--- src/rtl/dbuffer_access_ctrl.sv ---
// MEM-stage data-buffer responder: accepts pre-checked load/store requests, drives a
// 256-word synchronous SRAM with byte-lane enables, and returns a one-cycle response.
module dbuffer_access_ctrl #(
  parameter int IDX_W  = 8,
  parameter int RD_LAT = 1
) (
  input  logic              clk,
  input  logic              rst_n,
  input  logic              req_valid,
  output logic              req_ready,
  input  logic              load,
  input  logic              store,
  input  logic [2:0]        func3,
  input  logic [31:0]       address,
  input  logic [31:0]       wdata,
  input  logic              addr_ok,
  output logic              resp_valid,
  output logic              resp_err,
  output logic [31:0]       rdata,
  output logic              busy,
  output logic              mem_en,
  output logic [3:0]        mem_we,
  output logic [IDX_W-1:0]  mem_addr,
  output logic [31:0]       mem_wdata,
  input  logic [31:0]       mem_rdata
);

  if (RD_LAT != 1) begin : g_rd_lat_check
    $error("dbuffer_access_ctrl: only RD_LAT=1 is supported");
  end

  typedef enum logic [1:0] {S_IDLE, S_ACCESS, S_WAIT, S_RESP} state_t;

  state_t            r_state;
  logic [1:0]        r_lane;
  logic [2:0]        r_func3;
  logic              r_store;

  state_t            w_state_nxt;
  logic [1:0]        w_lane_nxt;
  logic [2:0]        w_func3_nxt;
  logic              w_store_nxt;
  logic              w_mem_en_nxt;
  logic [3:0]        w_mem_we_nxt;
  logic [IDX_W-1:0]  w_mem_addr_nxt;
  logic [31:0]       w_mem_wdata_nxt;
  logic              w_resp_valid_nxt;
  logic              w_resp_err_nxt;
  logic [31:0]       w_rdata_nxt;
  logic              w_accept;
  logic              w_err;
  logic              w_unused_addr;

  assign w_unused_addr = ^address[31:IDX_W+2];

  function automatic logic [3:0] f_store_we(input logic [2:0] f3, input logic [1:0] a);
    case (f3[1:0])
      2'b00:   return 4'b0001 << a;
      2'b01:   return a[1] ? 4'b1100 : 4'b0011;
      default: return 4'b1111;
    endcase
  endfunction

  function automatic logic [31:0] f_store_data(input logic [2:0] f3, input logic [31:0] wd);
    case (f3[1:0])
      2'b00:   return {4{wd[7:0]}};
      2'b01:   return {2{wd[15:0]}};
      default: return wd;
    endcase
  endfunction

  // func3[2] selects zero extension; otherwise the top lane bit is replicated.
  function automatic logic [31:0] f_load_extract(input logic [31:0] d, input logic [1:0] a,
                                                 input logic [2:0] f3);
    logic [7:0]  b;
    logic [15:0] h;
    b = 8'(d >> {a, 3'b000});
    h = a[1] ? d[31:16] : d[15:0];
    case (f3[1:0])
      2'b00:   return {{24{b[7] & ~f3[2]}}, b};
      2'b01:   return {{16{h[15] & ~f3[2]}}, h};
      default: return d;
    endcase
  endfunction

  assign w_accept  = req_valid & (r_state == S_IDLE) & (load | store);
  assign w_err     = ~addr_ok | (load & store) | (func3 == 3'b011) | (func3[2:1] == 2'b11)
                   | (store & func3[2]);
  assign req_ready = (r_state == S_IDLE);
  assign busy      = (r_state != S_IDLE);

  always_comb begin
    w_state_nxt      = r_state;
    w_lane_nxt       = r_lane;
    w_func3_nxt      = r_func3;
    w_store_nxt      = r_store;
    w_mem_en_nxt     = 1'b0;
    w_mem_we_nxt     = 4'b0000;
    w_mem_addr_nxt   = mem_addr;
    w_mem_wdata_nxt  = mem_wdata;
    w_resp_valid_nxt = 1'b0;
    w_resp_err_nxt   = 1'b0;
    w_rdata_nxt      = 32'd0;
    case (r_state)
      S_IDLE: begin
        if (w_accept) begin
          w_lane_nxt     = address[1:0];
          w_func3_nxt    = func3;
          w_store_nxt    = store;
          w_mem_addr_nxt = address[IDX_W+1:2];
          if (w_err) begin
            w_state_nxt      = S_RESP;
            w_resp_valid_nxt = 1'b1;
            w_resp_err_nxt   = 1'b1;
          end else begin
            w_state_nxt  = S_ACCESS;
            w_mem_en_nxt = 1'b1;
            if (store) begin
              w_mem_we_nxt    = f_store_we(func3, address[1:0]);
              w_mem_wdata_nxt = f_store_data(func3, wdata);
            end
          end
        end
      end
      S_ACCESS: begin
        if (r_store) begin
          w_state_nxt      = S_RESP;
          w_resp_valid_nxt = 1'b1;
        end else begin
          w_state_nxt = S_WAIT;
        end
      end
      S_WAIT: begin
        w_state_nxt      = S_RESP;
        w_resp_valid_nxt = 1'b1;
        w_rdata_nxt      = f_load_extract(mem_rdata, r_lane, r_func3);
      end
      default: w_state_nxt = S_IDLE;
    endcase
  end

  // State and every registered output; reset also drops any in-flight request.
  always_ff @(posedge clk or negedge rst_n) begin
    if (!rst_n) begin
      r_state    <= S_IDLE;
      r_lane     <= 2'b00;
      r_func3    <= 3'b000;
      r_store    <= 1'b0;
      mem_en     <= 1'b0;
      mem_we     <= 4'b0000;
      mem_addr   <= '0;
      mem_wdata  <= 32'd0;
      resp_valid <= 1'b0;
      resp_err   <= 1'b0;
      rdata      <= 32'd0;
    end else begin
      r_state    <= w_state_nxt;
      r_lane     <= w_lane_nxt;
      r_func3    <= w_func3_nxt;
      r_store    <= w_store_nxt;
      mem_en     <= w_mem_en_nxt;
      mem_we     <= w_mem_we_nxt;
      mem_addr   <= w_mem_addr_nxt;
      mem_wdata  <= w_mem_wdata_nxt;
      resp_valid <= w_resp_valid_nxt;
      resp_err   <= w_resp_err_nxt;
      rdata      <= w_rdata_nxt;
    end
  end

endmodule

--- config.mk ---
export PLATFORM = sky130hd
export DESIGN_NAME = dbuffer_access_ctrl
export DESIGN_NICKNAME = d
export VERILOG_FILES = /design/src/rtl/dbuffer_access_ctrl.sv
export SDC_FILE = /design/constraint.sdc
export NUM_CORES = 1
export LEC_CHECK = 0
export CAP_MARGIN = 20
export CORE_MARGIN = 5
export CORE_UTILIZATION = 30
export CTS_BUF_LIST = sky130_fd_sc_hd__clkbuf_8
export CTS_CLUSTER_SIZE = 30
export DETAILED_ROUTE_END_ITERATION = 6
export GPL_TIMING_DRIVEN = 0
export PLACE_DENSITY = 0.67
export SYNTH_ARGS = -nofsm -noshare
export SYNTH_HDL_FRONTEND = slang
export SYNTH_SLANG_ARGS = --single-unit
--- constraint.sdc ---
create_clock -name clk -period 2.2 [get_ports clk]
set_clock_uncertainty 0.1 [all_clocks]
set_input_delay 0.66 -clock clk [delete_from_list [all_inputs] [get_ports clk]]
set_output_delay 0.66 -clock clk [all_outputs]
set_load 0.05 [all_outputs]
### After elaboration in Yosys (flattened, before gate mapping)

Index checks and enable logic that the tools add are counted.

* RAM bits: 0
* bits in read-only memories: 0
* latch bits: 0
* register bits: 87
* memories kept: 0
* output and inout bits: 81

* shift-type cells: 2
* reduce and logical (&&, ||, !) cells: 6
* divide/modulo/power cells: 0
* equal/unequal tests: 7
* $mul: 0
* multiplexer cells: 22
* add/subtract/negate cells: 0
* bitwise gates (word level): 14
* $lt $le $gt $ge: 0

Operators by type and width (number)
* $pmux 32 s2: 2
* $mux 32: 1
* $shr 32x5->8: 1
* $mux 4: 5
* $mux 16: 1
* $mux 1: 8
* $pmux 4 s2: 1
* $and 1x1->1: 6
* $eq 2x1->1 const B: 3
* $logic_not 2->1: 3
* $pmux 2 s3: 1
* $or 1x1->1: 5
* $eq 2x2->1 const B: 2
* $mux 2: 2
* $reduce_and 4->1: 1
* $shl 1x2->4 const A: 1
* $eq 3x2->1 const B: 1
* $not 1->1: 3
* $pmux 1 s3: 1
* $ne 2x1->1 const B: 1
* $reduce_and 2->1: 1
* $reduce_bool 2->1: 1

### Longest topological paths before layout

Gate-level depths: netlist (run 1).

* depth after elaboration: 8
* depth in mapped cells: 8
* depth with buffers taken out: 6

### Worst setup path after synthesis (run 1)

Ideal clock, no wire load.

* path kind: reg2reg
* start: register r_state[0]
* end: register mem_wdata[0]
* stages on the path, launching flop included: 7
* data arrival time: 1.944 ns
* data required time: 1.975 ns
* setup slack: 0.032 ns
* buffers on the path: 1
* library setup time: 0.125 ns
* cells stage by stage: dfrtp_1 > inv_1 > ha_1 > and3_1 > nand4_1 > buf_2 > mux2_2

* longest elaborated chain between the ends: 4

RTL lines
* from (decl): line 34 `state_t r_state;`
* from (signal assigned): line 157 `r_state <= w_state_nxt;`
* $logic_not 2->1 (*)
* named net req_ready: line 10 `output logic req_ready,`
* $and 1x1->1 (2 in series): line 86 `assign w_accept = req_valid & (r_state == S_IDLE) & (load | store);`
* $reduce_and 4->1 (no line) (*)
* to (signal assigned): line 164 `mem_wdata <= w_mem_wdata_nxt;`
* to (decl): line 24 `output logic [31:0] mem_wdata,`

The timed path passes the listed nets; every way through them passes the cells marked *.
A chain may end at the register's enable or synchronous reset.

### Worst setup path after layout (run 1)

* start: register r_state[1]
* end: output port busy

* longest elaborated chain between the ends: 1

RTL lines
* $reduce_bool 2->1: line 90 `assign busy = (r_state != S_IDLE);`
* to (decl): line 20 `output logic busy,`

Every way passes these cells.

==> impl_metrics.env, run 1 <==
export IMPL_cp_required_ns=1.44
export IMPL_grt_antenna_before_repair=0
export IMPL_cts_tree="yes"
export IMPL_worst_slew_pin_slew_ns=0.660
export IMPL_clock_sinks=87
export IMPL_die_x_um=125
export IMPL_routed_wl_mm=12.4
export IMPL_path_class="flip-flop to primary output"
export IMPL_cts_clk_slew_worst_paths_ns=0.08
export IMPL_crit_fanout=7
export IMPL_start_util=0.309
export IMPL_synthFlopType="dfrtp_1"
export IMPL_cp_common_cell="inv_1"
export IMPL_cts_root_buf="clkbuf_8"
export IMPL_place_inst=701
export IMPL_synthToLayoutAreaGrowth_pct=50.0
export IMPL_clk_latency_ns=0.37
export IMPL_num_rows=41
export IMPL_p_leak_nw=3.06
export IMPL_drv_cap=0
export IMPL_finalInstanceArea_sq_um=5920
export IMPL_timing_hold_ws_ns=0.0967
export IMPL_cts_buffer_depth=2
export IMPL_yosysTopAreaCellShare=0.552
export IMPL_final_max_slew_viol_count=0
export IMPL_setup_slack_ns=0.0809
export IMPL_crit_chain="inv_1 > ha_4 > inv_1 > buf_4"
export IMPL_antenna_cells=0
export IMPL_ant_nets=0
export IMPL_cts_made_buffers=9
export IMPL_vias=3395
export IMPL_hold_class="primary input to asynchronous set/reset pin"
export IMPL_drt_pass1_iterations=4
export IMPL_arrival_ns=1.36
export IMPL_syn_inst=366
export IMPL_die_y_um=125
export IMPL_worst_path_buf_inv=3
export IMPL_crit_slowest_cell="dfrtp_1"
export IMPL_startpoint_type="flip-flop"
export IMPL_fin_tns_setup_ns=0
export IMPL_synth_nets=475
export IMPL_crit_family="flip-flops"
export IMPL_power_density_nw_per_um2=1430
export IMPL_max_vdd_ir_drop_mv=0.737
export IMPL_clockPowerShare=0.133
export IMPL_p_sw_mw=4.21
export IMPL_outcome="finished, final reports clean"
export IMPL_dp_hpwl_mm=9.37
export IMPL_synth_edf_count=0
export IMPL_grt_pass1_vias=3703
export IMPL_grt_overflow_total=0
export IMPL_power_share_combinational=0.570
export IMPL_period_needed_ns=2.12
export IMPL_switching_share=0.499
export IMPL_slew_headroom=0.559
export IMPL_die_area_sq_um=15500
export IMPL_synth_area_sq_um=3940
export IMPL_final_nets=649
export IMPL_p_int_mw=4.23
export IMPL_setup_worst_path_end_class="primary output"
export IMPL_ys_top_cells_by_area="dfrtp_1 55%, mux2i_1 8.4%, nand2_1 6.5%"
export IMPL_grt_pass1_wl_mm=20.1
export IMPL_fmax_mhz=472
export IMPL_routedWlPerCell_um=17.3
export IMPL_total_power_mw=8.43
export IMPL_yosys_cell_types_count=39
export IMPL_placed_cell_area_sq_um=5810
export IMPL_coreArea_sq_um=12800
export IMPL_async_flop_share=1.00
export IMPL_fin_crit_sh=0.963
export IMPL_dp_slack_ns=-0.428
export IMPL_place_congestion=0.854
export IMPL_final_instance_count_excl_fill=717
export IMPL_synth_warning_count=0
export IMPL_portBuffers=162
export IMPL_drc=0
export IMPL_ios=186
export IMPL_drive_gt1_frac=0.101
export IMPL_setup_violations_final=0
export IMPL_htreeDepth=3
export IMPL_grt_total_usage=0.164
export IMPL_yosysTopAreaCell="dfrtp_1"
export IMPL_vias_per_cell=4.74
export IMPL_seqPwrFrac=0.298
export IMPL_drtIter0Drc=265
export IMPL_hold_viol_final=0
export IMPL_post_route_util=0.463
export IMPL_ys_ff_latch=87
export IMPL_grt_max_degree=61
export IMPL_yosysSeqAreaShare=0.552
export IMPL_synth_avg_cell_area_sq_um=10.8
export IMPL_crit_path_max_incr_delay_ns=0.42
[sequential cells by signal, indices dropped and copies added (netlist names), 2 cells and up]
register and count:
mem_addr 8, mem_wdata 32, mem_we 4, r_func3 3
r_lane 2, r_state 2, rdata 32
[path summary, 6_finish.rpt]
kind,slack [ns],startpoint,depth (start not counted),endpoint
max,0.08,r_state[1],4,busy
min,0.1,rst_n,1,rdata[27]
max reg2reg,0.22,r_state[0],7,mem_wdata[1]
min reg2reg,0.38,mem_wdata[27],2,mem_wdata[27]
max in group asynchronous,1.29,rst_n,2,mem_addr[0]
min in group clk,0.38,mem_wdata[27],2,mem_wdata[27]
[cells in the mapped netlist, types with 6 or more instances]
library cell	instances
a22oi_1	7
inv_1	6
mux2i_1	33
a21oi_1	16
and2_1	10
a22o_1	6
nor2_1	14
o221ai_1	7
a21o_1	10
buf_2	7
clkbuf_1	13
dfrtp_1	87
mux2_2	19
o21ai_0	28
nand2_1	68
[final cells by class]
class / count / area (sq um)
fillers: 1220 / 6860
flip-flops and latches: 87 / 2180
multi-input cells: 247 / 1630
repair buffers: 164 / 1550
well taps: 172 / 215
clock buffers: 10 / 138
plain buffers: 24 / 128
clock inverters: 6 / 53.8
inverters: 7 / 26.3
[power by group through the flow]
stage	combinational, mW	clock (mW)	sequential (mW)
after floorplan	1.41	0	4.55
after global placement	5.14	0	2.55
after detailed placement	5.21	0	2.56
after CTS	4.82	1.16	2.52
after global routing	5.12	1.23	2.59
final	4.80	1.12	2.51
[worst reg2reg max path, stage by stage (launching register included)]
cell and delay (ns):
dfrtp_1 0.41, inv_1 0.11, ha_4 0.20, and3_1 0.16, nand4_1 0.09, buf_4 0.14
buf_2 0.28, mux2_2 0.38
[placed cells by master (no fill, tap or decap), drive strengths merged]
master	synthesis	routed
dfrtp	87	87
clkdlybuf4s50	0	80
dlygate4sd2	0	79
nand2	68	68
mux2i	33	33
o21ai	31	31
clkbuf	13	22
mux2	19	19
buf	12	17
a21oi	16	16
nor2	15	15
a21o	10	10
and2	10	10
inv	6	9
a22oi	7	7
o221ai	7	7
a22o	6	6
nor2b	5	5
ha	4	4
o21bai	2	2
o22ai	2	2
clkinv	1	2
o211ai	1	1
a31oi	1	1
nand3	1	1
or3	1	1
or3b	1	1
nor3b	1	1
a32o	1	1
o2bb2ai	1	1
a221oi	1	1
and3	1	1
nand4	1	1
nand2b	1	1
clkinvlp	0	1
bufinv	0	1
[per-layer routing]
layer | track usage | share of wire | up-vias
li1 | - | - | 1613
met1 | 0.198 | 0.43 | 1626
met2 | 0.266 | 0.46 | 139
met3 | 0.0626 | 0.091 | 17
met4 | 0.0625 | 0.019 | 0
met5 | 0 | 0 | -
[cells by family (layout without fill, tap and decap cells)]
family                     Yosys count  count (layout)  share of synthesized area
buffers and inverters               32             211                     0.0393
adders and majority gates            4               4                     0.0127
and+or+nand+nor                    105             105                      0.115
muxes                               52              52                      0.138
DFF                                 87              87                      0.552
AOI/OAI and AO/OA                   86              86                      0.143
[repair_timing]
| item | in CTS | in global routing |
|---|---|---|
| buffers inserted | 1 | 0 |
| endpoints found under the hold margin | 0 | 0 |
| hold buffers | 0 | 0 |
| gates cloned | 0 | 0 |
| gates resized for setup | 92 | 6 |
| setup endpoints to repair | 87 | 27 |
| pin swaps | 1 | 0 |
(Power assumes the default switching activity.)
==> run 2, diff against run 1 <==
--- a/config.mk
+++ b/config.mk
@@ -11,6 +11,7 @@
 export CTS_BUF_LIST = sky130_fd_sc_hd__clkbuf_8
 export CTS_CLUSTER_SIZE = 30
 export DETAILED_ROUTE_END_ITERATION = 6
+export GPL_ROUTABILITY_DRIVEN = 0
 export GPL_TIMING_DRIVEN = 0
 export PLACE_DENSITY = 0.67
 export SYNTH_ARGS = -nofsm -noshare
==> constraint.sdc (replaced) <==
create_clock -name clk -period 2.2 [get_ports clk]
set_clock_uncertainty 0.1 [all_clocks]
set_input_delay 0.55 -clock clk [delete_from_list [all_inputs] [get_ports clk]]
set_output_delay 0.55 -clock clk [all_outputs]
set_load 0.1 [all_outputs]
==> run 2 against run 1 <==
Maximum frequency shrank 1.8%. Via count is 1.1% higher. Final area increased by 2.2%. Utilization increased by 1.0 points. Die area unchanged. Global-route usage is 0.40 points lower. Routed wire length increased by 0.91%. Count of clock-buffer cells in the layout decreased by 1. Critical path type unchanged. Critical endpoint is now rdata[21].
==> impl_metrics.env, run 2 (synthesis results as in run 1) <==
export IMPL_cts_tree="yes"
export IMPL_hold_depth=2
export IMPL_grt_max_degree=61
export IMPL_die_y_um=125
export IMPL_cts_made_buffers=9
export IMPL_ios=186
export IMPL_num_rows=41
export IMPL_ff2ff_path_depth=6
export IMPL_hold_viol_final=0
export IMPL_crit_fanout=1
export IMPL_crit_family="buffers and inverters"
export IMPL_clock_sinks=87
export IMPL_die_x_um=125
export IMPL_drtIter0Drc=182
export IMPL_clk_latency_ns=0.37
export IMPL_hold_start="mem_wdata[22]"
export IMPL_outcome="finished, final reports clean"
export IMPL_drv_cap=0
export IMPL_vias_per_cell=4.79
export IMPL_grt_total_usage=0.160
export IMPL_rr_startpoint="r_state[0]"
export IMPL_num_fill_cells=1146
export IMPL_drc=0
export IMPL_rsz0062_at_grt="false"
export IMPL_fin_crit_sh=0.981
export IMPL_drt_pass1_iterations=4
export IMPL_die_area_sq_um=15500
export IMPL_grt_pass1_wl_mm=19.7
export IMPL_synthToLayoutAreaGrowth_pct=53.2
export IMPL_grt_overflow_total=0
export IMPL_coreArea_sq_um=12800
export IMPL_worst_path_buf_inv=1
export IMPL_final_instance_count_excl_fill=717
export IMPL_routed_wl_mm=12.5
export IMPL_worst_slew_pin_slew_ns=0.949
export IMPL_finalInstanceArea_sq_um=6040
export IMPL_setup_violations_final=0
export IMPL_crit_slowest_cell="clkdlybuf4s15_1"
export IMPL_crit_chain="clkdlybuf4s15_1"
export IMPL_startpoint_type="flip-flop"
export IMPL_r2r_setup_slack_ns=0.18
export IMPL_portBuffers=162
export IMPL_hold_class="flip-flop to flip-flop"
export IMPL_reg_largest_list="mem_wdata x32, rdata x32, mem_addr x8"
export IMPL_cp_required_ns=1.55
export IMPL_setup_worst_path_end_class="primary output"
export IMPL_cts_buffer_depth=2
export IMPL_cts_root_buf="clkbuf_8"
export IMPL_layout_common_cells="87 x dfrtp_1, 80 x clkdlybuf4s50_1, 68 x nand2_1, 54 x clkdlybuf4s15_2, 33 x mux2i_1"
export IMPL_fmax_mhz=463
export IMPL_place_inst=701
export IMPL_regToRegEndpoint="mem_wdata[5]"
export IMPL_final_max_slew_viol_count=0
export IMPL_slew_headroom=0.370
export IMPL_ant_nets=0
export IMPL_min_to="mem_wdata[22]"
export IMPL_placed_cell_area_sq_um=5820
export IMPL_crit_path_max_incr_delay_ns=0.81
export IMPL_routedWlPerCell_um=17.4
export IMPL_drive_gt1_frac=0.242
export IMPL_cts_setup_buffers=0
export IMPL_final_nets=649
export IMPL_dp_hpwl_mm=9.28
export IMPL_htreeDepth=3
export IMPL_period_needed_ns=2.16
export IMPL_cts_clk_slew_worst_paths_ns=0.09
export IMPL_final_common_cell="dfrtp_1"
export IMPL_grt_antenna_before_repair=0
export IMPL_grt_pass1_vias=3664
export IMPL_antenna_cells=0
export IMPL_vias=3432
export IMPL_path_class="flip-flop to primary output"
export IMPL_arrival_ns=1.51
export IMPL_start_util=0.309
run 2: cell type report:
cell class | instances | area (sq um) | area share
Tap cell | 172 | 215 | 0.0356
Sequential cell | 87 | 2180 | 0.360
Timing Repair Buffer | 164 | 1610 | 0.266
Clock inverter | 7 | 136 | 0.0226
Buffer | 24 | 128 | 0.0211
Inverter | 7 | 30.0 | 0.00497
Multi-Input combinational cell | 247 | 1620 | 0.269
Clock buffer | 9 | 124 | 0.0205
run 2: how the worst max path moves through the flow:
stage / start / cells after the start / end / slack (ns)
after floorplan: r_state[0] / 3 / busy / 0.15
after global placement: rst_n / 1 / mem_addr[6] / -2.68
after detailed placement: r_state[0] / 4 / busy / -0.35
after CTS: rdata[22] / 1 / rdata[22] / 0.003
after global routing: rdata[22] / 1 / rdata[22] / 0.005
final: rdata[21] / 1 / rdata[21] / 0.04
run 2: timing repair:
action	in CTS	in global routing
gates cloned	0	0
hold buffers	1	0
endpoints found under the hold margin	27	0
pin swaps	0	0
endpoints found under the setup margin	85	36
resized for setup	224	25
run 2: metal layers:
layer / up-vias / share of wire / global-route usage
li1: 1606 / - / -
met1: 1655 / 0.41 / 0.184
met2: 164 / 0.48 / 0.268
met3: 7 / 0.10 / 0.0785
met4: 0 / 0.0070 / 0.0406
met5: - / 0 / 0
run 2: through the flow:
stage	util	setup WS (ns)	hold WS, ns	setup TNS (ns)
after global routing	0.473	0.00539	0.416	0
after global placement	0.454	-2.68	0.362	-242.01
after CTS	0.482	0.00267	0.390	0
final	0.473	0.0420	0.389	0
after detailed placement	0.456	-0.349	0.369	-11.01
after floorplan	-	0.149	0.154	0
Power of run 2 is left out: the tool's default activity adds up to more than one toggle a clock period on the data nets, which glitch-free logic cannot reach.
